**config.mk**
```make
export PLATFORM = sky130hd
export DESIGN_NAME = seq_operand_adder
export DESIGN_NICKNAME = d
export VERILOG_FILES = /design/src/rtl/seq_operand_adder_pkg.sv /design/src/rtl/seq_operand_adder_ripple.sv /design/src/rtl/seq_operand_adder.sv
export SDC_FILE = /design/constraint.sdc
export NUM_CORES = 1
export LEC_CHECK = 0
export CAP_MARGIN = 10
export CORE_ASPECT_RATIO = 0.5
export CORE_MARGIN = 5
export CORE_UTILIZATION = 53
export CTS_CLUSTER_SIZE = 30
export DETAILED_ROUTE_END_ITERATION = 8
export PLACE_DENSITY_LB_ADDON = 0.2
export SLEW_MARGIN = 15
export SYNTH_ARGS = -nofsm -noshare
export SYNTH_HDL_FRONTEND = slang
export SYNTH_SLANG_ARGS = --single-unit
```
**constraint.sdc**
```tcl
create_clock -name clk -period 4.73 [get_ports clk]
set_clock_uncertainty 0.05 [all_clocks]
set_input_delay 1.419 -clock clk [delete_from_list [all_inputs] [get_ports clk]]
set_output_delay 1.419 -clock clk [all_outputs]
set_load 0.1 [all_outputs]
```
**src/rtl/seq_operand_adder_pkg.sv**
```systemverilog
// Shared definitions for the sequential operand-entry adder: entry phase
// encodings and the constant functions that size the chunk index.
package seq_operand_adder_pkg;

    typedef enum logic [1:0] {
        PH_LOAD_A = 2'd0,
        PH_LOAD_B = 2'd1,
        PH_DONE   = 2'd2
    } phase_t;

    // Number of NIB-bit chunks needed to cover n bits.
    function automatic int ceil_div(input int n, input int d);
        return (n + d - 1) / d;
    endfunction

    // Bits needed to index n items, never less than one so a single-chunk
    // build still has a real index port.
    function automatic int clog2_min1(input int n);
        int w;
        w = 1;
        while ((1 << w) < n) w++;
        return w;
    endfunction

endpackage

```
**src/rtl/seq_operand_adder_ripple.sv**
```systemverilog
// Ripple-carry adder built from single-bit full-adder cells. Subtraction is
// done by the caller: invert b and drive cin high.

// One-bit full adder cell.
module full_adder (
    input  logic a,
    input  logic b,
    input  logic cin,
    output logic s,
    output logic cout
);
    assign s    = a ^ b ^ cin;
    assign cout = (a & b) | (cin & (a ^ b));
endmodule

// WIDTH-bit ripple chain with signed overflow taken on the operands as seen
// by the adder (b already inverted for subtraction).
module ripple_add_n #(
    parameter int WIDTH = 7
) (
    input  logic [WIDTH-1:0] a,
    input  logic [WIDTH-1:0] b,
    input  logic             cin,
    output logic [WIDTH-1:0] s,
    output logic             cout,
    output logic             ovf
);
    logic [WIDTH:0] c;

    assign c[0] = cin;

    for (genvar i = 0; i < WIDTH; i++) begin : g_bit
        full_adder u_fa (
            .a   (a[i]),
            .b   (b[i]),
            .cin (c[i]),
            .s   (s[i]),
            .cout(c[i+1])
        );
    end

    assign cout = c[WIDTH];
    assign ovf  = (a[WIDTH-1] == b[WIDTH-1]) && (s[WIDTH-1] != a[WIDTH-1]);
endmodule

```
**src/rtl/seq_operand_adder.sv**
```systemverilog
// Push-button operand-entry adder. Operands A and B are entered NIB bits at a
// time (A chunks first, then B chunks); in DONE the sum/difference, carry,
// signed overflow and valid are registered every cycle.
// Optional build macro SEQ_ADDER_DEBOUNCE_EN adds a DBNC_CYCLES-cycle
// debouncer between each button synchroniser and its edge detector.
module seq_operand_adder
    import seq_operand_adder_pkg::*;
#(
    parameter int  WIDTH       = 7,
    parameter int  NIB         = 4,
    parameter int  DBNC_CYCLES = 16,
    localparam int CHUNKS      = ceil_div(WIDTH, NIB),
    localparam int IDX_W       = clog2_min1(CHUNKS)
) (
    input  logic             clk,
    input  logic             rst_n,
    input  logic             load_btn,
    input  logic             clr_btn,
    input  logic [NIB-1:0]   entry,
    input  logic             sub,
    output logic [WIDTH-1:0] sum,
    output logic             carry,
    output logic             ovf,
    output logic             valid,
    output logic [1:0]       phase,
    output logic [IDX_W-1:0] chunk_idx
);

    // Replace chunk idx of op with val; bits past WIDTH-1 simply have no
    // destination and are dropped.
    function automatic logic [WIDTH-1:0] write_chunk(input logic [WIDTH-1:0] op,
                                                     input logic [IDX_W-1:0] idx,
                                                     input logic [NIB-1:0]   val);
        logic [WIDTH-1:0] r;
        r = op;
        for (int i = 0; i < WIDTH; i++) begin
            if ((i / NIB) == int'(idx)) r[i] = val[i % NIB];
        end
        return r;
    endfunction

    // Button conditioning: bit 0 = load, bit 1 = clear.
    logic [1:0] btn_raw;
    logic [1:0] btn_pulse;
    logic       ld_p;
    logic       cl_p;

    assign btn_raw = {clr_btn, load_btn};
    assign ld_p    = btn_pulse[0];
    assign cl_p    = btn_pulse[1];

    for (genvar g = 0; g < 2; g++) begin : g_btn
        logic [1:0] sync;
        logic       lvl;
        logic       lvl_d;

        // Two-flop synchroniser for the asynchronous button.
        always_ff @(posedge clk or negedge rst_n) begin
            if (!rst_n) sync <= '0;
            else        sync <= {sync[0], btn_raw[g]};
        end

`ifdef SEQ_ADDER_DEBOUNCE_EN
        localparam int DBNC_W = $clog2(DBNC_CYCLES + 1);
        logic [DBNC_W-1:0] cnt;

        // Level follows the synchronised input only after it has differed for
        // DBNC_CYCLES consecutive cycles; any return to the old level restarts.
        always_ff @(posedge clk or negedge rst_n) begin
            if (!rst_n) begin
                cnt <= '0;
                lvl <= 1'b0;
            end else if (sync[1] == lvl) begin
                cnt <= '0;
            end else if (cnt == DBNC_W'(DBNC_CYCLES - 1)) begin
                cnt <= '0;
                lvl <= sync[1];
            end else begin
                cnt <= cnt + DBNC_W'(1);
            end
        end
`else
        assign lvl = sync[1];
`endif

        // Previous level for rising-edge detection; one pulse per press.
        always_ff @(posedge clk or negedge rst_n) begin
            if (!rst_n) lvl_d <= 1'b0;
            else        lvl_d <= lvl;
        end

        assign btn_pulse[g] = lvl & ~lvl_d;
    end

    // Entry state and result registers.
    phase_t           phase_q, phase_d;
    logic [IDX_W-1:0] idx_q, idx_d;
    logic [WIDTH-1:0] a_q, a_d, b_q, b_d;
    logic [WIDTH-1:0] sum_q, sum_d;
    logic             carry_q, carry_d, ovf_q, ovf_d, valid_q, valid_d;

    logic [WIDTH-1:0] b_eff;
    logic [WIDTH-1:0] add_s;
    logic             add_c;
    logic             add_v;
    logic             last_chunk;

    assign b_eff      = sub ? ~b_q : b_q;
    assign last_chunk = (idx_q == IDX_W'(CHUNKS - 1));

    ripple_add_n #(.WIDTH(WIDTH)) u_add (
        .a   (a_q),
        .b   (b_eff),
        .cin (sub),
        .s   (add_s),
        .cout(add_c),
        .ovf (add_v)
    );

    // State register for the entry FSM and the registered result.
    always_ff @(posedge clk or negedge rst_n) begin
        if (!rst_n) begin
            phase_q <= PH_LOAD_A;
            idx_q   <= '0;
            a_q     <= '0;
            b_q     <= '0;
            sum_q   <= '0;
            carry_q <= 1'b0;
            ovf_q   <= 1'b0;
            valid_q <= 1'b0;
        end else begin
            phase_q <= phase_d;
            idx_q   <= idx_d;
            a_q     <= a_d;
            b_q     <= b_d;
            sum_q   <= sum_d;
            carry_q <= carry_d;
            ovf_q   <= ovf_d;
            valid_q <= valid_d;
        end
    end

    // Next-state: chunk writes, phase sequencing, clear priority, result capture.
    always_comb begin
        phase_d = phase_q;
        idx_d   = idx_q;
        a_d     = a_q;
        b_d     = b_q;
        sum_d   = sum_q;
        carry_d = carry_q;
        ovf_d   = ovf_q;
        valid_d = 1'b0;

        if (cl_p) begin
            phase_d = PH_LOAD_A;
            idx_d   = '0;
            a_d     = '0;
            b_d     = '0;
            sum_d   = '0;
            carry_d = 1'b0;
            ovf_d   = 1'b0;
        end else begin
            case (phase_q)
                PH_LOAD_A: begin
                    if (ld_p) begin
                        a_d = write_chunk(a_q, idx_q, entry);
                        if (last_chunk) begin
                            phase_d = PH_LOAD_B;
                            idx_d   = '0;
                        end else begin
                            idx_d = idx_q + IDX_W'(1);
                        end
                    end
                end
                PH_LOAD_B: begin
                    if (ld_p) begin
                        b_d = write_chunk(b_q, idx_q, entry);
                        if (last_chunk) begin
                            phase_d = PH_DONE;
                            idx_d   = '0;
                        end else begin
                            idx_d = idx_q + IDX_W'(1);
                        end
                    end
                end
                PH_DONE: begin
                    if (ld_p) begin
                        // A new press starts a fresh pair; result regs hold.
                        a_d = write_chunk('0, '0, entry);
                        b_d = '0;
                        if (CHUNKS == 1) begin
                            phase_d = PH_LOAD_B;
                            idx_d   = '0;
                        end else begin
                            phase_d = PH_LOAD_A;
                            idx_d   = IDX_W'(1);
                        end
                    end else begin
                        sum_d   = add_s;
                        carry_d = add_c;
                        ovf_d   = add_v;
                        valid_d = 1'b1;
                    end
                end
                default: begin
                    phase_d = PH_LOAD_A;
                    idx_d   = '0;
                end
            endcase
        end
    end

    assign sum       = sum_q;
    assign carry     = carry_q;
    assign ovf       = ovf_q;
    assign valid     = valid_q;
    assign phase     = phase_q;
    assign chunk_idx = idx_q;

endmodule

```
==> out/qor.yml <==
run_status:
  status: "finished, final reports clean"
hold_path:
  min-delay-start: "g_btn[1].sync[0]"
  hold_depth: 0
  whs_endpoint: "g_btn[1].sync[1]"
  min_path_type: "flip-flop to flip-flop"
clock_network:
  cts_setup_buffers: 0
  htreeDepth: 2
  clkTransAtPathRegs_ns: 0.06
  ctsHoldBuffers: 0
  cts_buffers: 5
  clk_latency_ns: 0.28
  cts-root-buf: "clkbuf_8"
  cts_tree: "built"
  clock_path_buffers: 2
  clock_sinks: 33
die:
  num_rows: 14
  core_area_sq_um: 2940
  pin_count: 22
  dieWidth_um: 87.3
  initial_core_util_pct: 53.9
  die_area_sq_um: 4250
  die_y_um: 48.7
placed_design:
  post-place-ws_ns: -0.406
  hpwl_mm: 2.02
  dp_cells: 187
  port_buffers: 21
  gp_congestion: 0.736
power_and_ir_drop:
  vdd_drop_max_mv: 0.217
  p_leak_nw: 0.894
  total_power_uw: 717
  power_density_nw_per_um2: 375
yosys:
  ys_top_cells_by_area: "dfrtp_1 (52%), mux2i_1 (8.8%), fa_1 (7.6%), a22o_1 (3.9%), xor2_1 (3.3%)"
  yosysWarnings: 0
  yosysSeqAreaShare_pct: 52.1
  synth_area_sq_um: 1590
  yosysTopAreaCell: "dfrtp_1"
  synth_top_area_share_pct: 52.1
  syn_area_per_cell_sq_um: 12.2
  synth.distinct_cells: 33
  ys_seq_elements: 33
  syn_nets: 146
  syn_inst: 130
sta:
  fin_ws_ns: 0.184
  tightest_slew_ns: 0.978
  hold_violations: 0
  max_freq_mhz: 220
  maxSlewHeadroom_pct: 34.6
  fin_tns_setup_ns: 0
  final_max_slew_viol_count: 0
  period_minus_slack_ns: 4.55
  worst_hold_slack_ns: 0.298
  grt_setup_unrepaired: "no"
  final-setup-viol-count: 0
  fin_crit_sh_pct: 96.1
drt:
  wl_mm: 2.74
  drtIter0Drc: 32
  drcViolationCount: 0
  ant_nets: 0
  vias: 1010
  wl_per_cell_um: 14.1
  firstDrtPassIters: 4
  vias_per_cell: 5.21
critical_path:
  crit_path_start: "sub"
  path_buf_inv: 5
  worst_path_most_repeated_cell: "fa_1"
  critPathRequiredTime_ns: 4.85
  r2r_setup_slack_ns: 1.15
  arrival_ns: 4.67
  critPathKind: "input port to flip-flop"
  critPathMaxFanout: 5
  critPathMaxStageDelay_ns: 0.53
  reg2reg_from: "b_q[0]"
  cp-end-kind: "flip-flop"
  crit_chain: "dlygate4sd2_1, mux2_2, fa_1, inv_1, fa_1, inv_1, fa_1, inv_1, fa_1, inv_1, fa_1, fa_1, xnor2_1, nor2_1, a22o_1"
  critPathTopFamily: "adder cells"
  slowest_stage: "fa_1"
  cp-start-kind: "input port"
  worstRegToRegCells: 14
  rr_endpoint: "ovf"
layout:
  stdcell_count: 194
  area_delta_synth_final_pct: 20.6
  diodes: 0
  fillerInstances: 223
  layout-drive-gt1-share_pct: 9.74
  final_nets: 170
global_route:
  antenna_found_initial: 0
  grt-ovfl-total: 0
  grtUsageTotal_pct: 15.2
  grt_start_max_net_pins: 34
  grt_first_pass_wirelength_mm: 4.84
  grt_pass1_vias: 1010
flow_run:
  drv_cap: 0
[layout by cell type (no fill, tap or decap), types with 2 or more instances in the layout]
| master | count |
|---|---|
| a22o_1 | 7 |
| nand2_1 | 13 |
| clkdlybuf4s50_1 | 20 |
| xor2_1 | 6 |
| xnor2_1 | 3 |
| mux2i_1 | 14 |
| nor2_1 | 2 |
| nand3_1 | 10 |
| buf_4 | 2 |
| nand2b_1 | 3 |
| inv_1 | 7 |
| o2bb2ai_1 | 2 |
| clkbuf_8 | 6 |
| fa_1 | 6 |
| dfrtp_1 | 33 |
| a21oi_1 | 2 |
[state kept, by name, indices dropped and copies added (netlist names)]
name         count
chunk_idx        1
a_q              7
sum              7
g_btn.lvl_d      2
valid            1
carry            1
g_btn.sync       4
b_q              7
ovf              1
phase            2
[worst register-to-register path, cell delays in order (launching register included)]
cell and delay (ns):
dfrtp_1 0.41, mux2_2 0.37, fa_1 0.38, inv_1 0.08
fa_1 0.16, inv_1 0.05, fa_1 0.39, inv_1 0.09
fa_1 0.16, inv_1 0.05, fa_1 0.40, fa_1 0.53
xnor2_1 0.12, nor2_1 0.05, a22o_1 0.17
[power breakdown]
group / internal [mW] / leakage (nW) / switching [mW]
Clock: 0.115 / 0.0443 / 0.0924
Combinational: 0.0626 / 0.410 / 0.117
Sequential: 0.305 / 0.439 / 0.0241
Total: 0.483 / 0.894 / 0.234
[what timing repair did]
item / in CTS / in global routing
pin swaps: 0 / 1
setup endpoints to repair: 1 / 1
resized for setup: 1 / 0
[routing by layer]
metal | vias up | global-route usage [%] | wire, um
met5 | - | 0 | 0
met4 | 0 | 5.36 | 38
met3 | 5 | 6.78 | 210
met2 | 22 | 20.4 | 1140
met1 | 491 | 21.6 | 1360
li1 | 492 | - | -
[worst max-delay path by stage]
stage	to	slack, ns	cells after the start
global placement	ovf	-0.35	15
finish	ovf	0.18	15
CTS	ovf	0.13	15
floorplan	ovf	0.07	15
global route	ovf	0.02	15
detailed placement	ovf	-0.41	15
[final cells by class]
class / instances / area [sq um] / share of cell area [%]
sequential: 33 / 826 / 43.2
multi-input combinational: 83 / 696 / 36.4
timing repair buffer: 23 / 224 / 11.7
clock buffer: 7 / 86.3 / 4.52
tap: 40 / 50.0 / 2.62
inverter: 8 / 30.0 / 1.57
[stage by stage]
step           utilization, %  cell area [sq um]
2_1_floorplan               -               1590
3_3_place_gp             62.1               1830
3_5_place_dp             62.1               1830
4_1_cts                  65.0               1910
5_1_grt                  65.0               1910
6_report                 65.0               1910
[Yosys cell counts (all sizes together)]
library cell,n
ha,1
o2bb2ai,2
nor2b,2
a21oi,3
buf,3
mux2i,14
nor3,2
fa,6
nand2,13
nand4,1
nand3,11
xor2,6
and2b,1
nand3b,1
mux2,1
nand2b,3
a22o,7
xnor2,3
nor2,2
nor4b,1
o21ai,1
clkbuf,3
dfrtp,33
a211o,1
inv,8
nand4bb,1
[logic make-up after synthesis]
family | Yosys count | share of synthesized area, %
XOR/XNOR | 9 | 4.97
multiplexers | 15 | 9.55
buffers and inverters | 14 | 4.03
flip-flops | 33 | 52.1
AO/OA/AOI/OAI | 14 | 7.02
adder cells (fa/ha/maj) | 7 | 8.37
AND/OR/NAND/NOR | 38 | 14.0
Power figures use the tool's default switching activity.
